==> src/rtl/gb_apu_frame_sequencer.sv <==
// -----------------------------------------------------------------------------
// gb_apu_frame_sequencer
//
// Derives the 512 Hz DIV-APU event from the live DIV register and turns it
// into single-cycle tick strobes for the length (256 Hz), sweep (128 Hz) and
// envelope (64 Hz) function units. The index of the next step to run and the
// length-phase flag are exported so the channels can apply their trigger-time
// length quirks.
//
// Ports
//   clk             system clock, all state on posedge
//   reset           asynchronous reset, active low
//   apu_enable      master power; while low, events are dropped and step held at 0
//   double_speed    CPU double-speed mode; selects the DOUBLE_BIT of div
//   div             live DIV register value
//   clk_length_ctr  1-cycle strobe, length tick
//   clk_sweep       1-cycle strobe, sweep tick
//   clk_envelope    1-cycle strobe, envelope tick
//   step            index of the next step to execute (0..7)
//   length_skip     1 when the next step does not clock length (= step[0])
// -----------------------------------------------------------------------------
module gb_apu_frame_sequencer #(
   parameter int DIV_WIDTH  = 8,
   parameter int NORMAL_BIT = 4,
   parameter int DOUBLE_BIT = 5
) (
   input  logic                 clk,
   input  logic                 reset,
   input  logic                 apu_enable,
   input  logic                 double_speed,
   input  logic [DIV_WIDTH-1:0] div,
   output logic                 clk_length_ctr,
   output logic                 clk_sweep,
   output logic                 clk_envelope,
   output logic [2:0]           step,
   output logic                 length_skip
);

   logic       sel;
   logic       sel_q;
   logic       ds_q;
   logic       mode_switch;
   logic       apu_event;

   logic [2:0] step_reg;
   logic [2:0] step_next;
   logic       len_reg;
   logic       len_next;
   logic       sweep_reg;
   logic       sweep_next;
   logic       env_reg;
   logic       env_next;

   // Only the two selectable bits of div are observed; the rest is folded
   // here so the full-width port stays connected.
   logic       unused_div;
   assign unused_div = ^div;

   assign sel = double_speed ? div[DOUBLE_BIT] : div[NORMAL_BIT];

   // Changing speed swaps which div bit is watched; the old and new bits may
   // disagree, which must not be mistaken for a falling edge.
   assign mode_switch = double_speed ^ ds_q;
   assign apu_event   = sel_q & ~sel & ~mode_switch;

   // Step table for the step value being executed:
   //   even steps clock length, steps 2 and 6 add sweep, step 7 is envelope.
   always_comb begin
      step_next  = step_reg;
      len_next   = 1'b0;
      sweep_next = 1'b0;
      env_next   = 1'b0;
      if (!apu_enable) begin
         step_next = 3'd0;
      end else if (apu_event) begin
         step_next  = step_reg + 3'd1;
         len_next   = ~step_reg[0];
         sweep_next = (step_reg[1:0] == 2'b10);
         env_next   = (step_reg == 3'd7);
      end
   end

   always_ff @(posedge clk or negedge reset) begin
      if (!reset) begin
         sel_q     <= 1'b0;
         ds_q      <= 1'b0;
         step_reg  <= 3'd0;
         len_reg   <= 1'b0;
         sweep_reg <= 1'b0;
         env_reg   <= 1'b0;
      end else begin
         // sel_q tracks div even while powered down so that re-enabling
         // does not see a stale edge.
         sel_q     <= sel;
         ds_q      <= double_speed;
         step_reg  <= step_next;
         len_reg   <= len_next;
         sweep_reg <= sweep_next;
         env_reg   <= env_next;
      end
   end

   assign clk_length_ctr = len_reg;
   assign clk_sweep      = sweep_reg;
   assign clk_envelope   = env_reg;
   assign step           = step_reg;
   assign length_skip    = step_reg[0];

endmodule
==> config.mk <==
export PLATFORM = sky130hd
export DESIGN_NAME = gb_apu_frame_sequencer
export DESIGN_NICKNAME = d
export VERILOG_FILES = /design/src/rtl/gb_apu_frame_sequencer.sv
export SDC_FILE = /design/constraint.sdc
export NUM_CORES = 1
export LEC_CHECK = 0
export ABC_AREA = 1
export BUFFER_PORTS_ARGS = -buffer_cell sky130_fd_sc_hd__buf_2
export CAP_MARGIN = 10
export CORE_AREA = 2 2 39 41
export CTS_CLUSTER_DIAMETER = 80
export DETAILED_ROUTE_END_ITERATION = 10
export DIE_AREA = 0 0 41 43
export GPL_ROUTABILITY_DRIVEN = 0
export PLACE_DENSITY = 0.66
export SLEW_MARGIN = 25
export SYNTH_ARGS = -nofsm -noshare
export SYNTH_HDL_FRONTEND = slang
export SYNTH_SLANG_ARGS = --single-unit
==> constraint.sdc <==
create_clock -name clk -period 3.1 [get_ports clk]
set_input_delay 0.155 -clock clk [delete_from_list [all_inputs] [get_ports clk]]
set_output_delay 0.155 -clock clk [all_outputs]
set_load 0.02 [all_outputs]
==> run_results.csv <==
group,metric,value,unit
run_status,outcome,"finished, final reports clean",
sta,tightest_slew,0.175,ns
power,power.total,221,uW
global_route,top_usage_layer,"met2",
sta,hold_viol_final,0,
route,dr.pass1.iters,4,
global_route,grt_pass1_wl,1300,microns
cells_and_area,n_fill_cell,152,
logic_synthesis,ys_seq_elements,8,
cells_and_area,finalNonFillerCells,78,
global_route,grt_usage,0.113,
route,wl_per_cell,8.56,microns
floorplan,die-area,0.00176,sq mm
clock_tree,cts_setup_buffers,0,
global_route,grt_pass1_vias,333,
worst_setup_path,crit_fanout,4,
worst_setup_path,r2r_cells,4,
worst_setup_path,crit_type,"reg2reg",
worst_setup_path,cp.arrival,1.28,ns
route,wl,668,microns
sta,maxSlewHeadroom,0.883,
route,viasPerCell,4.33,
route,ant_nets,0,
global_route,grt_max_degree,9,
cells_and_area,area_growth,26.9,%
place,port-buffer-count,12,
floorplan,initial_core_util,0.282,
clock_tree,tritoncts,"built",
worst_setup_path,r2r_start,"step[1]$_DFFE_PN0P_",
global_route,grt_util_met3,0.0314,
power,cellLeakagePower,0.318,nW
clock_tree,htreeDepth,1,
worst_setup_path,rr_endpoint,"step[2]$_DFFE_PN0P_",
clock_tree,insertion_delay,0.25,ns
logic_synthesis,seq_area_frac_synth,0.513,
cells_and_area,antenna_cells,0,
floorplan,die_x,41,microns
floorplan,std_cell_rows,14,
worst_setup_path,critPathLaunch,"step[1]$_DFFE_PN0P_",
power,powerDensity,446,mW/mm^2
worst_setup_path,cp-end-kind,"flip-flop",
worst_setup_path,cp.required,3.24,ns
worst_setup_path,start_kind,"flip-flop",
global_route,antenna_found_initial,0,
place,dp_cells,74,
clock_tree,clock_path_buffers,2,
power,vdd_ir_drop_max,158,uV
route,drc,0,
logic_synthesis,syn_nets,62,
sta,fin_skew,0.000104,ns
place,placed_area,463,sq um
sta,min_period,1.13,ns
cells_and_area,finalInstanceArea,495,sq um
worst_setup_path,rrSetupSlack,1.97,ns
sta,rsz0062_at_grt,"false",
cells_and_area,drive_above_1_share,0.274,
cells_and_area,fin_nets,79,
floorplan,die_h,43,microns
sta,final_max_slew_viol_count,0,
clock_tree,numCtsBuffers,3,
clock_tree,path_clk_slew,0.05,ns
worst_setup_path,endpoint,"step[2]$_DFFE_PN0P_",
floorplan,num_io_pins,19,
sta,setup-tns-final,0,ns
global_route,grtUsageMet2,0.150,
logic_synthesis,syn_avg_cell_area,8.31,sq um
route,vias,338,
logic_synthesis,syn_area,390,sq um
global_route,gr-usage-met1,0.141,
logic_synthesis,synth.distinct_cells,10,
place,hpwl,502,microns
global_route,globalRouteOverflowTotal,0,
sta,period_share,0.365,
sta,fmax,883,MHz
cells_and_area,largest_reg_flops,3,
sta,finalSetupViolCount,0,
route,drt-initial-drc-count,13,
logic_synthesis,yosysWarnings,0,
floorplan,core_region_area,0.00138,sq mm
clock_tree,cts.sink_count,8,
job,drv_cap,0,
hold_path,worst_hold_path_type,"in2reg",
clock_tree,cts_root_buf,"clkbuf_4",
logic_synthesis,synth_cells,47,
stage by stage:
| stage | hold slack, ns | setup WS, ns | utilization |
|---|---|---|---|
| after global placement | 0.00405 | 1.98 | 0.335 |
| final | 0.0720 | 1.97 | 0.358 |
| after CTS | 0.0702 | 1.96 | 0.358 |
| after floorplan | -0.141 | 1.92 | - |
| after detailed placement | 0.00415 | 1.98 | 0.335 |
| after global routing | 0.0756 | 1.89 | 0.358 |
layout make-up:
class	count	area [sq um]	share of cell area
flip-flops and latches	8	200	0.404
inverters	11	41.3	0.0833
clock buffers	3	22.5	0.0455
well taps	16	20.0	0.0404
repair buffers	13	70.1	0.141
multi-input cells	27	141	0.285
kinds of logic (layout without fill, tap and decap cells):
| kind of cell | after synthesis | after routing | share of synthesized area |
|---|---|---|---|
| buffers and inverters | 12 | 27 | 0.125 |
| AND/OR/NAND/NOR | 23 | 23 | 0.253 |
| flip-flops | 8 | 8 | 0.513 |
| adder cells (fa/ha/maj) | 3 | 3 | 0.0962 |
| AO/OA/AOI/OAI | 1 | 1 | 0.0128 |
where the power goes:
group / leakage, nW / switching (mW) / total [mW] / internal, mW
Combinational: 0.198 / 0.0192 / 0.0298 / 0.0105
Sequential: 0.106 / 0.00308 / 0.111 / 0.108
Clock: 0.0138 / 0.0352 / 0.0795 / 0.0443
cells in the final DEF, fill, tap and decap left out:
cell type	netlist	routed
nand2_1	12	12
dlygate4sd3_1	0	1
ha_1	3	3
clkbuf_4	0	3
nor2_1	2	2
a21oi_1	1	1
buf_2	0	12
nor2_2	1	1
inv_1	10	10
nand3_1	8	8
inv_2	1	1
dfrtp_1	8	8
Yosys cell counts (all sizes together):
cell type	number	area (sq um)
nand2	12	45.0
dfrtp	8	200
nand3	8	40.0
ha	3	37.5
nor2	3	13.8
inv	11	41.3
a21oi	1	5.00
buf	1	7.51
critical path: stages, from the launching register on:
cell	delay [ns]
dfrtp_1	0.41
ha_1	0.21
ha_1	0.27
nand3_1	0.08
nand2_1	0.05
repair_timing:
item,4_1_cts,5_1_grt
resized for setup,0,0
hold buffers,1,0
hold endpoints to repair,8,0
how the worst min path moves through the flow:
stage            startpoint                      to  slack (ns)  cells after the start
2_1_floorplan         reset  clk_envelope$_DFF_PN0_       -0.14                      0
3_3_place_gp          reset         sel_q$_DFF_PN0_       0.004                      1
3_5_place_dp          reset         sel_q$_DFF_PN0_       0.004                      1
4_1_cts        double_speed          ds_q$_DFF_PN0_        0.07                      1
5_1_grt        double_speed          ds_q$_DFF_PN0_        0.08                      1
6_report       double_speed          ds_q$_DFF_PN0_        0.07                      1
per-layer routing:
metal,part of all wire,vias up
met5,0,-
met4,0.031,0
met3,0.073,2
met2,0.44,16
met1,0.45,148
li1,-,172
Power figures use the tool's default switching activity.
